## src/rtl/pipe_pkg.sv

```systemverilog
// Shared types and constants for the fetch / IF-ID pipeline slice.
package pipe_pkg;

    // Architectural word used for PCs and instructions.
    typedef logic [31:0] word_t;

    // Bubble inserted into IF/ID on a flush.
    localparam word_t NOP_INSTR = 32'h0000_0000;

    // Byte distance between sequential instructions.
    localparam word_t INSTR_BYTES = 32'd4;

    // Fetch FSM encodings; the numeric values are visible on fetch_state_o.
    typedef enum logic [1:0] {
        FS_RUN      = 2'd0,
        FS_STALL    = 2'd1,
        FS_REDIRECT = 2'd2
    } fetch_state_t;

    // Sequential successor of a fetch address; wraps silently at the top of memory.
    function automatic word_t next_seq_pc(input word_t pc);
        return pc + INSTR_BYTES;
    endfunction

endpackage

```

## src/rtl/sat_counter.sv

```systemverilog
// Saturating up-counter: increments on inc, sticks at all-ones, clears on rst.
module sat_counter #(
    parameter int unsigned W = 16
) (
    input  logic         clk,
    input  logic         rst,
    input  logic         inc,
    output logic [W-1:0] count
);

    logic [W-1:0] count_reg;
    logic [W-1:0] count_next;

    // Next count: advance only while below the all-ones ceiling.
    always_comb begin
        count_next = count_reg;
        if (inc && (count_reg != {W{1'b1}})) begin
            count_next = count_reg + {{(W-1){1'b0}}, 1'b1};
        end
    end

    // Count register with synchronous clear.
    always_ff @(posedge clk) begin
        if (rst) begin
            count_reg <= '0;
        end else begin
            count_reg <= count_next;
        end
    end

    assign count = count_reg;

endmodule

```

## src/rtl/ifid_fetch_stage.sv

```systemverilog
// Fetch stage plus IF/ID pipeline register. Owns the PC, captures the
// instruction word, inserts bubbles on flush, tracks run/stall/redirect,
// counts stall and flush cycles and flags stalls that run too long.
module ifid_fetch_stage
    import pipe_pkg::*;
#(
    parameter logic [31:0] RESET_PC  = 32'h0000_0000,
    parameter int unsigned CNT_W     = 16,
    parameter int unsigned MAX_STALL = 8
) (
    input  logic             clk_i,
    input  logic             rst_i,
    input  logic             pcwrite_i,
    input  logic             ifid_write_i,
    input  logic             ifid_flush_i,
    input  logic             branch_i,
    input  logic [31:0]      branch_target_i,
    input  logic [31:0]      imem_instr_i,
    output logic [31:0]      pc_o,
    output logic [31:0]      ifid_pc4_o,
    output logic [31:0]      ifid_instr_o,
    output logic             ifid_valid_o,
    output logic [1:0]       fetch_state_o,
    output logic [CNT_W-1:0] stall_cnt_o,
    output logic [CNT_W-1:0] flush_cnt_o,
    output logic             stall_err_o
);

    // The consecutive-stall counter only needs to reach MAX_STALL+1, where it parks.
    localparam int unsigned CONSEC_W = $clog2(MAX_STALL + 2);
    localparam logic [CONSEC_W-1:0] CONSEC_LIMIT = CONSEC_W'(MAX_STALL);
    localparam logic [CONSEC_W-1:0] CONSEC_SAT   = CONSEC_W'(MAX_STALL + 1);

    // PC is always word aligned, including the reset value.
    localparam word_t RESET_PC_ALIGNED = {RESET_PC[31:2], 2'b00};

    word_t        pc_reg,        pc_next;
    word_t        ifid_pc4_reg,  ifid_pc4_next;
    word_t        ifid_instr_reg, ifid_instr_next;
    logic         ifid_valid_reg, ifid_valid_next;
    fetch_state_t state_reg,     state_next;
    logic [CONSEC_W-1:0] consec_reg, consec_next;
    logic         err_reg,       err_next;

    word_t pc_plus4;
    word_t redirect_pc;
    logic  stall;

    // Low target bits are architecturally ignored.
    logic unused_target_bits;
    assign unused_target_bits = ^branch_target_i[1:0];

    assign pc_plus4    = next_seq_pc(pc_reg);
    assign redirect_pc = {branch_target_i[31:2], 2'b00};

    // A branch always moves the PC, so it never counts as a stall.
    assign stall = !pcwrite_i && !branch_i;

    // PC next value: branch redirect beats sequential advance beats hold.
    always_comb begin
        pc_next = pc_reg;
        if (branch_i) begin
            pc_next = redirect_pc;
        end else if (pcwrite_i) begin
            pc_next = pc_plus4;
        end
    end

    // PC register.
    always_ff @(posedge clk_i) begin
        if (rst_i) begin
            pc_reg <= RESET_PC_ALIGNED;
        end else begin
            pc_reg <= pc_next;
        end
    end

    // IF/ID next value: flush bubble beats load beats hold.
    always_comb begin
        ifid_instr_next = ifid_instr_reg;
        ifid_pc4_next   = ifid_pc4_reg;
        ifid_valid_next = ifid_valid_reg;
        if (ifid_flush_i) begin
            ifid_instr_next = NOP_INSTR;
            ifid_pc4_next   = '0;
            ifid_valid_next = 1'b0;
        end else if (ifid_write_i) begin
            ifid_instr_next = imem_instr_i;
            ifid_pc4_next   = pc_plus4;
            ifid_valid_next = 1'b1;
        end
    end

    // IF/ID pipeline register.
    always_ff @(posedge clk_i) begin
        if (rst_i) begin
            ifid_instr_reg <= NOP_INSTR;
            ifid_pc4_reg   <= '0;
            ifid_valid_reg <= 1'b0;
        end else begin
            ifid_instr_reg <= ifid_instr_next;
            ifid_pc4_reg   <= ifid_pc4_next;
            ifid_valid_reg <= ifid_valid_next;
        end
    end

    // Fetch FSM next state: redirect wins, then stall, otherwise run.
    always_comb begin
        state_next = FS_RUN;
        if (branch_i) begin
            state_next = FS_REDIRECT;
        end else if (stall) begin
            state_next = FS_STALL;
        end
    end

    // Fetch FSM state register.
    always_ff @(posedge clk_i) begin
        if (rst_i) begin
            state_reg <= FS_RUN;
        end else begin
            state_reg <= state_next;
        end
    end

    // Stall watchdog: count consecutive stalls, latch the error once the run would pass MAX_STALL.
    always_comb begin
        consec_next = '0;
        err_next    = err_reg;
        if (stall) begin
            consec_next = (consec_reg == CONSEC_SAT) ? consec_reg
                                                     : consec_reg + {{(CONSEC_W-1){1'b0}}, 1'b1};
            if (consec_reg >= CONSEC_LIMIT) begin
                err_next = 1'b1;
            end
        end
    end

    // Watchdog registers; the error is sticky until reset.
    always_ff @(posedge clk_i) begin
        if (rst_i) begin
            consec_reg <= '0;
            err_reg    <= 1'b0;
        end else begin
            consec_reg <= consec_next;
            err_reg    <= err_next;
        end
    end

    sat_counter #(.W(CNT_W)) u_stall_cnt (
        .clk   (clk_i),
        .rst   (rst_i),
        .inc   (stall),
        .count (stall_cnt_o)
    );

    sat_counter #(.W(CNT_W)) u_flush_cnt (
        .clk   (clk_i),
        .rst   (rst_i),
        .inc   (ifid_flush_i),
        .count (flush_cnt_o)
    );

    assign pc_o          = pc_reg;
    assign ifid_pc4_o    = ifid_pc4_reg;
    assign ifid_instr_o  = ifid_instr_reg;
    assign ifid_valid_o  = ifid_valid_reg;
    assign fetch_state_o = state_reg;
    assign stall_err_o   = err_reg;

endmodule

```

## config.mk

```make
export PLATFORM = sky130hd
export DESIGN_NAME = ifid_fetch_stage
export DESIGN_NICKNAME = d
export VERILOG_FILES = /design/src/rtl/pipe_pkg.sv /design/src/rtl/sat_counter.sv /design/src/rtl/ifid_fetch_stage.sv
export SDC_FILE = /design/constraint.sdc
export NUM_CORES = 1
export LEC_CHECK = 0
export ABC_CLOCK_PERIOD_IN_PS = 5850
export BUFFER_PORTS_ARGS = -buffer_cell sky130_fd_sc_hd__buf_2
export CAP_MARGIN = 20
export CORE_MARGIN = 5
export CORE_UTILIZATION = 40
export DETAILED_ROUTE_END_ITERATION = 16
export SLEW_MARGIN = 20
export SYNTH_ARGS = -nofsm -noshare
export SYNTH_HDL_FRONTEND = slang
export SYNTH_SLANG_ARGS = --single-unit
```

## constraint.sdc

```tcl
create_clock -name clk_i -period 5.85 [get_ports clk_i]
set_input_delay 0.585 -clock clk_i [delete_from_list [all_inputs] [get_ports clk_i]]
set_output_delay 0.585 -clock clk_i [all_outputs]
set_load 0.005 [all_outputs]
```

==> summary.md <==
| Metric | Value |
|---|---|
| Status | complete, no violations |
| Slowest-stage cell, CP | or4_1 |
| Layout cell share with drive strength beyond 1 | 26.8% |
| Worst R2R Path Depth | 5 |
| Largest net degree at the start of global routing | 93 |
| Leakage Power | around 3.4 nW |
| Worst-Margin Slew | 1.06 ns |
| Worst hold-check path type | in -> reg |
| Max reg flops | 32 |
| Initial antenna violation count | 0 |
| Synth warn | 0 |
| Worst EP arrival | 3.04 ns |
| Cells after Synth | ~780 |
| # diodes | 0 |
| Most used DFF post-synth | dfxtp_1 |
| Area Overhead vs Synth | 22.7% |
| DR vias | 6432 |
| Seq/Total Area, Yosys | 39.6% |
| Skew-Pair Late Insertion Delay | 0.42 ns |
| CTS tree | done |
| Setup slack after layout | 3.15 ns |
| Root Buffer | clkbuf_16 |
| Crit path max-delay family | simple AND/OR/NAND/NOR gates |
| Cell taking the most area after synthesis | dfxtp_1 |
| Final hold viol count | 0 |
| # setup viols final | 0 |
| Rows | 47 |
| Max frequency | ~0.37 GHz |
| DRT antenna net count | 0 |
| Setup_tns | 0 ns |
| Maximum vdd drop | about 0.0002 V |
| Filler cells | 1648 |
| Die X | 139 um |
| Starting Density | 40.5% |
| Critical Path RT | between 6 and 7 ns |
| CTS resizes | 0 |
| DRC viols | 0 |
| Clock power frac | 47.9% |
| GRT Total Usage | 20.1% |
| Rel. slew slack | 29.2% |
| Gate power share | under 10% |
| Pwr dens | ~280 mW/mm^2 |
| HPWL after DPL | 14000 um |
| Net Switching | 573 uW |
| Global-route wire length before repair | between 30000 and 40000 um |
| Most frequent cells in the layout | 194 x buf_2, 132 x dfxtp_1, 88 x nor2_1, 43 x nand2_1, 41 x a21oi_1 |
| Ranking of synthesized cells by area | dfxtp_1 40%, mux2i_1 5.6%, nor2_1 5.0% |
| Switching share of power | ~25% |
| Ys async rst share | 0% |
| Vias in the first global route | ~5900 |
| Final min period | 2.70 ns |
| Core Box Area | 0.0165 mm^2 |
| Post-Syn Area | 0.00667 mm^2 |
| Internal | 1.69 mW |
| Max Cap Violations | 0 |
| Cell variety after synth | 58 |
| Kind of critical path | reg -> reg |
| Initial drt markers | 546 |
| Post-Route WL | 19800 um |
| IO Pins | between 200 and 250 |
| Seq cells post-synth | 132 |
| Max H-tree Level | 4 |
| Detailed-router iteration count before antenna repair | 5 |
| Setup repair bufs after CTS | 0 |
| Crit-path cells | ha_1 > nand3_1 > or4_1 > or4_1 > a31oi_1 |
| Tcrit/Tclk final | 46.1% |
| Pre-CTS setup slack | 3.20 ns |
| Clock Sinks | approximately 130 |
| Mapped Avg Cell Area | 8.58 um^2 |
| Die H | roughly 140 um |
| Commonest non-fill, non-tap cell in the layout | buf_2 |
| Cell mode on critical path | or4_1 |
| Max Slew Vio Count | 0 |
| Nets | 1008 |
| CP Max Fanout | 15 |
| Congestion Overflow GR | 0 |
| Hold Crit Depth | 3 |
| Via density | 5.52 |
| CTS Buffer Depth | 2 |
| Wire per inst | about 17 um |
| Crit-path max cell delay | around 0.70 ns |
| Die area | 0.0193 mm^2 |
| Number of I/O port buffers | between 150 and 200 |
| Worst-path clk slew | around 0.060 ns |
| Critical path capture point type | flip-flop |
| Worst Skew | ~0.0072 ns |
| Crit path depth | 5 |
| Routability Congestion | 0.797 |
| Number of synthesized flops with an enable pin | 0 |
| Synth top area share | between 30% and 40% |
| RSZ-0062 raised after global routing | false |
| Startpoint types | flip-flop |
| Inserted Clock Buffers | 17 |
| Register share of total power | 43.5% |
| CTS Hold Buffers Added | 0 |
| CP Buf/Inv Count | 0 |
[worst register-to-register path, stage by stage, from the launching register on]
cell,delay [ns]
dfxtp_1,0.58
ha_1,0.32
nand3_1,0.45
or4_1,0.70
or4_1,0.41
a31oi_1,0.16
[final timing paths]
check	from	endpoint	slack, ns
min reg2reg	ifid_valid_o	ifid_valid_o	0.47
min	branch_target_i[20]	pc_o[20]	0.39
max	pc_o[2]	ifid_pc4_o[26]	3.15
max reg2reg	pc_o[2]	ifid_pc4_o[26]	3.15
[synth_stat cells (all sizes together), types with 6 or more instances]
master,instances
or3,21
inv,12
mux2,9
o31ai,18
a211oi,20
dfxtp,132
nor3b,8
nand4,31
nor4,29
a21oi,41
clkbuf,45
ha,6
nor2b,10
and3,13
xnor2,8
nor3,15
mux2i,37
nand2,43
nor2,88
xor2,15
nand3,24
a31oi,12
a311oi,9
o21ai,38
and4,10
or4,23
buf,22
[final cells by class]
class                   instances  area, um^2  share of cell area, %
multi-input cells             568        3600                   44.1
flip-flops and latches        132        2640                   32.3
repair buffers                200        1020                   12.4
clock buffers                  19         433                   5.29
well taps                     220         275                   3.37
clock inverters                13         159                   1.94
inverters                      13        48.8                  0.597
[routing by layer]
layer	vias to the layer above	GRT usage, %	share of wire, %
li1	3193	-	-
met1	2998	26.5	44
met2	212	31.8	47
met3	29	5.76	6.9
met4	0	6.75	2.2
met5	-	0	0
[metrics by stage]
step           cells  power [mW]  cell area, um^2  util, %  hold slack [ns]
6_report        1165        2.26             8180     49.7            0.392
5_1_grt         1165        2.36             8180     49.7            0.394
4_1_cts         1165        2.29             8170     49.6            0.376
3_5_place_dp    1133        1.20             7580     46.0            0.459
3_3_place_gp    1133        1.20             7580     46.0            0.443
2_1_floorplan    780        1.12             6680        -            0.458
[cells by family after synthesis]
| group | Yosys count | share of synthesized area [%] |
|---|---|---|
| and+or+nand+nor | 328 | 26.9 |
| DFF | 132 | 39.6 |
| adders and majority gates | 6 | 1.13 |
| muxes | 46 | 7.08 |
| xor gates and xnor gates | 23 | 3.02 |
| AOI/OAI and AO/OA | 161 | 15.6 |
| other | 1 | 0.0563 |
| buffers and inverters | 80 | 6.61 |
[power groups by stage]
stage / clock [mW] / sequential, mW / combinational, mW
final: 1.09 / 0.983 / 0.195
after global routing: 1.15 / 0.990 / 0.216
after CTS: 1.11 / 0.982 / 0.197
after detailed placement: 0 / 1.00 / 0.196
after global placement: 0 / 1.00 / 0.195
after floorplan: 0 / 0.984 / 0.132
Power figures use the tool's default switching activity.
